**config.mk**
```make
export PLATFORM = sky130hd
export DESIGN_NAME = clk_div_cfg_ctrl
export DESIGN_NICKNAME = d
export VERILOG_FILES = /design/src/rtl/clk_div_cfg_ctrl_pkg.sv /design/src/rtl/clk_div_cfg_ctrl_cfg_guard_timer.sv /design/src/rtl/clk_div_cfg_ctrl.sv
export SDC_FILE = /design/constraint.sdc
export NUM_CORES = 1
export LEC_CHECK = 0
export BUFFER_PORTS_ARGS = -buffer_cell sky130_fd_sc_hd__buf_2
export CAP_MARGIN = 5
export CORE_MARGIN = 2
export CORE_UTILIZATION = 58
export DETAILED_ROUTE_END_ITERATION = 16
export PLACE_DENSITY = 0.87
export SETUP_SLACK_MARGIN = 0.15
export SLEW_MARGIN = 20
export SYNTH_ARGS = -nofsm -noshare
export SYNTH_HDL_FRONTEND = slang
export SYNTH_SLANG_ARGS = --single-unit
export TNS_END_PERCENT = 1
```
**constraint.sdc**
```tcl
create_clock -name i_ref_clk -period 3.5 [get_ports i_ref_clk]
set_input_delay 0 -clock i_ref_clk [delete_from_list [all_inputs] [get_ports i_ref_clk]]
set_output_delay 0 -clock i_ref_clk [all_outputs]
set_load 0.01 [all_outputs]
```
**src/rtl/clk_div_cfg_ctrl_pkg.sv**
```systemverilog
// ---------------------------------------------------------------------------
// clk_div_cfg_ctrl_pkg
//   Shared definitions for the clock-divider configuration controller:
//   FSM state encoding, default parameter values and a small state decode
//   helper. The default ratio and guard constants are also meant to be
//   imported by divider-level testbenches so both sides agree on them.
// ---------------------------------------------------------------------------
package clk_div_cfg_ctrl_pkg;

  localparam int         RATIO_WD_C      = 8;
  localparam int         GUARD_CYCLES_C  = 4;
  localparam logic [7:0] DEFAULT_RATIO_C = 8'd1;
  localparam logic [7:0] MAX_RATIO_C     = 8'd255;

  typedef enum logic [2:0] {
    ST_IDLE    = 3'd0,
    ST_RUN     = 3'd1,
    ST_QUIESCE = 3'd2,
    ST_LOAD    = 3'd3,
    ST_SETTLE  = 3'd4
  } cfg_state_e;

  // Requests are only accepted while the divider is in a steady state.
  function automatic logic is_ready_state(cfg_state_e s);
    return (s == ST_IDLE) || (s == ST_RUN);
  endfunction

endpackage

```
**src/rtl/clk_div_cfg_ctrl_cfg_guard_timer.sv**
```systemverilog
// ---------------------------------------------------------------------------
// cfg_guard_timer
//   Guard-period timer shared by the QUIESCE and SETTLE phases. The counter
//   is cleared on every state entry and counts cycles spent in the state,
//   saturating at GUARD_CYCLES (no wrap). done is high during the
//   GUARD_CYCLES-th cycle after a clear, so a state that leaves on done
//   lasts exactly GUARD_CYCLES cycles.
// Ports
//   clk    in  1  clock, posedge
//   rst    in  1  synchronous active-high reset
//   clear  in  1  restart the count on the next cycle
//   done   out 1  terminal-count pulse
// ---------------------------------------------------------------------------
module cfg_guard_timer #(
  parameter int GUARD_CYCLES = 4
) (
  input  logic clk,
  input  logic rst,
  input  logic clear,
  output logic done
);

  localparam int             CW   = $clog2(GUARD_CYCLES + 1);
  localparam logic [CW-1:0]  LAST = CW'(GUARD_CYCLES - 1);
  localparam logic [CW-1:0]  TOP  = CW'(GUARD_CYCLES);

  logic [CW-1:0] count;

  // Count up after each clear and park at GUARD_CYCLES so a long stay in a
  // non-guard state never wraps back into a spurious terminal count.
  always_ff @(posedge clk) begin
    if (rst || clear) begin
      count <= '0;
    end else if (count != TOP) begin
      count <= count + 1'b1;
    end
  end

  assign done = (count == LAST);

endmodule

```
**src/rtl/clk_div_cfg_ctrl.sv**
```systemverilog
// ---------------------------------------------------------------------------
// clk_div_cfg_ctrl
//   Configuration stage in front of the integer clock divider. Ratio-change
//   requests arrive over a valid/ready handshake. A change while running
//   drops the divider enable, waits a guard period, loads the new ratio,
//   waits a second guard period and only then re-enables, so the divided
//   clock never produces runt or merged pulses. All outputs are registered.
//
//   Optional feature macro: CFG_RATIO_CHECK_EN
//     defined   : ratio 0 or ratio > MAX_RATIO is handshaken but discarded,
//                 and sets the sticky o_cfg_err flag (cleared by i_err_clr).
//     undefined : every ratio is accepted; o_cfg_err stays 0.
//
// Ports
//   i_ref_clk    in   1         reference clock, posedge
//   i_rst_en     in   1         synchronous active-high reset
//   i_enable     in   1         divided-clock enable request
//   i_req_valid  in   1         ratio-change request valid
//   i_req_ratio  in   RATIO_WD  requested ratio
//   o_req_ready  out  1         request taken when valid & ready at posedge
//   o_div_ratio  out  RATIO_WD  ratio to the divider
//   o_clk_en     out  1         enable to the divider
//   o_busy       out  1         ratio change in progress
//   i_err_clr    in   1         clears o_cfg_err
//   o_cfg_err    out  1         sticky illegal-request flag
// ---------------------------------------------------------------------------
module clk_div_cfg_ctrl
  import clk_div_cfg_ctrl_pkg::*;
#(
  parameter int                  RATIO_WD      = RATIO_WD_C,
  parameter int                  GUARD_CYCLES  = GUARD_CYCLES_C,
  parameter logic [RATIO_WD-1:0] DEFAULT_RATIO = RATIO_WD'(DEFAULT_RATIO_C),
  parameter logic [RATIO_WD-1:0] MAX_RATIO     = RATIO_WD'(MAX_RATIO_C)
) (
  input  logic                i_ref_clk,
  input  logic                i_rst_en,
  input  logic                i_enable,
  input  logic                i_req_valid,
  input  logic [RATIO_WD-1:0] i_req_ratio,
  output logic                o_req_ready,
  output logic [RATIO_WD-1:0] o_div_ratio,
  output logic                o_clk_en,
  output logic                o_busy,
  input  logic                i_err_clr,
  output logic                o_cfg_err
);

  cfg_state_e          state;
  cfg_state_e          state_next;
  logic [RATIO_WD-1:0] pending;
  logic [RATIO_WD-1:0] pending_next;
  logic [RATIO_WD-1:0] ratio_next;
  logic                clk_en_next;
  logic                ready_next;
  logic                busy_next;
  logic                err_next;
  logic                accept;
  logic                legal;
  logic                guard_clear;
  logic                guard_done;

  assign accept = i_req_valid && o_req_ready;

`ifdef CFG_RATIO_CHECK_EN
  assign legal = (i_req_ratio != '0) && (i_req_ratio <= MAX_RATIO);

  // An illegal request in the same cycle as a clear wins, so the flag
  // cannot be lost by a clear that races a fresh error.
  always_comb begin
    err_next = o_cfg_err;
    if (i_err_clr) begin
      err_next = 1'b0;
    end
    if (accept && !legal) begin
      err_next = 1'b1;
    end
  end
`else
  logic unused_cfg;

  assign legal      = 1'b1;
  assign err_next   = 1'b0;
  assign unused_cfg = ^{i_err_clr, MAX_RATIO};
`endif

  // One timer serves both guard phases; it restarts on every state change.
  assign guard_clear = (state_next != state);

  cfg_guard_timer #(
    .GUARD_CYCLES (GUARD_CYCLES)
  ) u_guard_timer (
    .clk   (i_ref_clk),
    .rst   (i_rst_en),
    .clear (guard_clear),
    .done  (guard_done)
  );

  // Next-state and next-output decode. Outputs are computed for the state
  // being entered and registered alongside it. An illegal request is
  // swallowed without any state or ratio change.
  always_comb begin
    state_next   = state;
    ratio_next   = o_div_ratio;
    pending_next = pending;
    clk_en_next  = 1'b0;

    case (state)
      ST_IDLE: begin
        // A request takes priority over enable; RUN follows a cycle later
        // if enable is still high.
        if (accept) begin
          if (legal) begin
            ratio_next = i_req_ratio;
          end
        end else if (i_enable) begin
          state_next  = ST_RUN;
          clk_en_next = 1'b1;
        end
      end

      ST_RUN: begin
        clk_en_next = 1'b1;
        if (accept) begin
          if (legal) begin
            if (!i_enable) begin
              // Divider is stopping anyway, so the ratio can load directly.
              ratio_next  = i_req_ratio;
              state_next  = ST_IDLE;
              clk_en_next = 1'b0;
            end else if (i_req_ratio != o_div_ratio) begin
              pending_next = i_req_ratio;
              state_next   = ST_QUIESCE;
              clk_en_next  = 1'b0;
            end
          end
        end else if (!i_enable) begin
          state_next  = ST_IDLE;
          clk_en_next = 1'b0;
        end
      end

      ST_QUIESCE: begin
        if (guard_done) begin
          state_next = ST_LOAD;
        end
      end

      ST_LOAD: begin
        ratio_next = pending;
        state_next = ST_SETTLE;
      end

      ST_SETTLE: begin
        // i_enable is only looked at here, after both guard periods.
        if (guard_done) begin
          if (i_enable) begin
            state_next  = ST_RUN;
            clk_en_next = 1'b1;
          end else begin
            state_next = ST_IDLE;
          end
        end
      end

      default: begin
        state_next = ST_IDLE;
      end
    endcase

    ready_next = is_ready_state(state_next);
    busy_next  = !ready_next;
  end

  // State and output registers; reset abandons any change in flight and
  // drops the pending ratio.
  always_ff @(posedge i_ref_clk) begin
    if (i_rst_en) begin
      state       <= ST_IDLE;
      pending     <= DEFAULT_RATIO;
      o_div_ratio <= DEFAULT_RATIO;
      o_clk_en    <= 1'b0;
      o_req_ready <= 1'b1;
      o_busy      <= 1'b0;
      o_cfg_err   <= 1'b0;
    end else begin
      state       <= state_next;
      pending     <= pending_next;
      o_div_ratio <= ratio_next;
      o_clk_en    <= clk_en_next;
      o_req_ready <= ready_next;
      o_busy      <= busy_next;
      o_cfg_err   <= err_next;
    end
  end

endmodule

```
==> summary.md <==
| Metric | Value |
|---|---|
| Status | complete, no violations |
| Worst slack, placed | around 1600 ps |
| Worst r2r path cells | 4 |
| Worst R2R End | o_div_ratio[2] |
| Post-synthesis register bit count | 25 |
| Num ports | 25 |
| DR WL/cell | roughly 14 µm |
| Final net count | between 150 and 200 |
| CP peak stage delay | approximately 630 ps |
| GRT Resource Usage Total | a little under a quarter |
| Fin Setup TNS | 0 ps |
| Antenna violations before repair | 0 |
| Endpoints failing setup | 0 |
| Top-area cell type share of the netlist area | a little under two fifths |
| Clock latency at the later pin of the worst-skew pair | approximately 330 ps |
| Lkg Pwr | around 0.66 nW |
| Cell Pwr Density | roughly 360 mW/mm² |
| HP Class | in2reg |
| Sequential share of the synthesized area | 37.81% |
| Mapped Cells | 140 |
| Worst setup SP type | flop |
| Sw frac | between 20 and 30% |
| Crit path capture | o_div_ratio[2] |
| Starting Density | 60.42% |
| Minimum clock period | a little under 2000 ps |
| DRC Markers | 0 |
| Worst Path Required | between 3000 and 4000 ps |
| Crit path capture type | flop |
| Sink Count | 25 |
| Overflow after GRT | 0 |
| Die width | 51.78 µm |
| Vias per cell | about 5.6 |
| Die Ht | approximately 52 µm |
| Reg area | between 500 and 600 µm² |
| Worst-path clk slew | ~140 ps |
| Unrepaired setup endpoints after global routing | no |
| Routed WL | between 2000 and 3000 µm |
| ANT cells | 0 |
| Slack of the critical path | around 1500 ps |
| Area leader, netlist | dfxtp_1 |
| Syn Area/Cell | 9.456 µm² |
| Die area | ~0.0027 mm² |
| First-pass GRT wire length | approximately 4600 µm |
| Max Slew Vio Count | 0 |
| Router iterations before antenna repair | 5 |
| Clock Skew | between 2 and 2.5 ps |
| Worst slew pin tran | 719.6 ps |
| Reg-to-Reg Start | state[2] |
| Fin. Hold Viols | 0 |
| CTS root buffer | clkbuf_4 |
| Core area | 0.002191 mm² |
| PortBufs | 22 |
| CTS tree | yes |
| Filler Cells Inserted | ~160 |
| Synthesized area | around 0.0013 mm² |
| Synth-to-Final Area Change | 15.41% |
| Critical path class | reg2reg |
| Worst path slowest cell | a211oi_4 |
| Vias | between 1k and 1.5k |
| CP arrival | between 2000 and 2500 ps |
| R2R setup slack | 1530 ps |
| Slew margin rel. | between 50 and 60% |
| FP Rows | 17 |
| Multi-input gate area | roughly 740 µm² |
| Postcts setup bufs | 0 |
| Worst Setup SP | state[2] |
| Syn Nets | around 160 |
| Clock Tree Buf Depth | 2 |
| Crit-path cells | and4bb_4 > a211oi_4 > nor2_1 > a211oi_1 |
| Max FO, Critical Path | 15 |
| Routability Congestion | about 0.85 |
| Antenna Nets Post-Route | 0 |
| Detailed Place HPWL | 1951 µm |
| Max-Cap Viols | 0 |
| Post-CTS resize count | 0 |
| Max frequency | roughly 0.5 GHz |
| Clock Power Share | 24.4% |
| Leading post-synthesis cells by cell area | dfxtp_1 (38%), mux2i_1 (13%), nand2_1 (5.7%) |
| Fraction of layout cells with a size suffix above 1 | 20.36% |
| Switching pwr | around 0.00016 W |
| Final worst-path cycle share | 56.32% |
| Pint | between 0.0003 and 0.0004 W |
| TritonCTS buffer count | 3 |
| Vias in the first global route | ~1.0k |
| Part of the power in registers | a little under three fifths |
| VDD IR max | 0.3567 mV |
| H-tree level count | 1 |
| Pwr Total | about 0.00056 W |
| Largest net degree at the start of global routing | 18 |
| DR iter-0 viols | 11 |
| Ys Warns | 0 |
| Yosys cell types | 39 |
| Gate power share | 19.1% |
state kept, by name (all words and copies together), names as in the netlist:
name / cells
o_req_ready: 1
state: 3
pending: 8
u_guard_timer.count: 3
o_clk_en: 1
o_busy: 1
o_div_ratio: 8
cells in the final DEF (no fill, tap or decap), drive strengths merged:
master	n
nor4	2
buf	23
conb	1
nand4	1
dlygate4sd3	9
ha	3
a311oi	1
dfxtp	25
and2	2
o21ai	1
clkbuf	3
o211ai	1
o22ai	1
nand2b	1
xor2	8
a211oi	9
a2111o	1
xnor2	1
o21a	2
and3b	1
and2b	1
clkinvlp	1
inv	3
o32ai	1
or4b	1
mux2	1
mux2i	17
a21oi	4
nand2	20
nor2b	1
nor2	10
and4bb	1
nand3b	3
clkinv	1
a31oi	1
nand3	1
nor3	4
through the flow:
stage / area, µm² / instances / hold slack, ps / utilization, %
floorplan: 1324 / 140 / 80.55 / -
global placement: 1408 / 182 / 268.4 / 64.25
detailed placement: 1408 / 182 / 286.4 / 64.25
CTS: 1528 / 195 / 28.98 / 69.73
global route: 1528 / 195 / 35.45 / 69.73
finish: 1528 / 195 / 39.07 / 69.73
Yosys cell counts:
cell and instances:
dfxtp_1 25, nand2_1 20, mux2i_1 17, nor2_1 10, xor2_1 8, a211oi_1 6, a21oi_1 4, nor3_1 4
buf_4 3, buf_6 3, ha_1 3, inv_1 3, nand3b_1 3, a211oi_2 2, and2_1 2, clkbuf_1 2
nor4_2 2, o21a_1 2, a2111o_1 1, a211oi_4 1, a311oi_1 1, a31oi_1 1, and2b_1 1, and3b_1 1
and4bb_4 1, buf_2 1, clkinv_1 1, conb_1 1, mux2_2 1, nand2b_1 1, nand3_1 1, nand4_1 1
nor2b_1 1, o211ai_1 1, o21ai_0 1, o22ai_1 1, o32ai_1 1, or4b_1 1, xnor2_1 1
logic make-up (layout without fill, tap and decap cells):
| group | Yosys count | count (layout) | share of synthesized area [%] |
|---|---|---|---|
| other cells | 1 | 1 | 0.2833 |
| mux | 18 | 18 | 13.70 |
| xor+xnor | 9 | 9 | 5.955 |
| buf+inv | 13 | 40 | 6.332 |
| flops | 25 | 25 | 37.81 |
| compound gates | 22 | 22 | 13.52 |
| fa+ha+maj | 3 | 3 | 2.836 |
| simple gates | 49 | 49 | 19.57 |
area by class of cell:
cell class	count	area share (%)
Clock inverter	1	0.4914
Sequential cell	25	32.76
Timing Repair Buffer	32	13.60
Inverter	4	0.9828
Clock buffer	3	1.474
Multi-Input combinational cell	102	48.40
Tap cell	28	2.293
metal layers:
metal  vias up  GRT usage [%]  wire length (µm)
met1       510          27.01              1097
li1        542              -                 -
met3        10          3.161                98
met4         0          16.23               112
met5         -              0                 0
met2        30          39.96              1475
power groups by stage:
stage	registers [W]	clock network, W	logic, W
after global routing	0.000316	0.000152	0.000117
after floorplan	0.000321	0	0.0000673
after CTS	0.000314	0.000139	0.000105
after detailed placement	0.000320	0	0.0000973
final	0.000314	0.000136	0.000106
after global placement	0.000318	0	0.0000924
worst min-delay path by stage:
stage | start | end | slack [ps] | depth (start not counted)
5_1_grt | i_rst_en | o_div_ratio[6] | 40 | 2
4_1_cts | i_rst_en | o_div_ratio[1] | 30 | 2
3_3_place_gp | i_enable | o_clk_en | 270 | 3
2_1_floorplan | i_rst_en | state[2] | 80 | 1
3_5_place_dp | i_req_ratio[5] | pending[5] | 290 | 3
6_report | i_rst_en | o_div_ratio[1] | 40 | 2
timing repair:
item                       in CTS  in global routing
setup endpoints to repair       0                  0
hold endpoints to repair        9                  0
hold buffers                    9                  0
critical path, delay by kind of cell (launching register included):
family / cells / cell delay (ps)
AOI/OAI and AO/OA: 2 / 890
DFF: 1 / 580
and+or+nand+nor: 2 / 430
No activity file was read; power rests on OpenSTA's default activity.
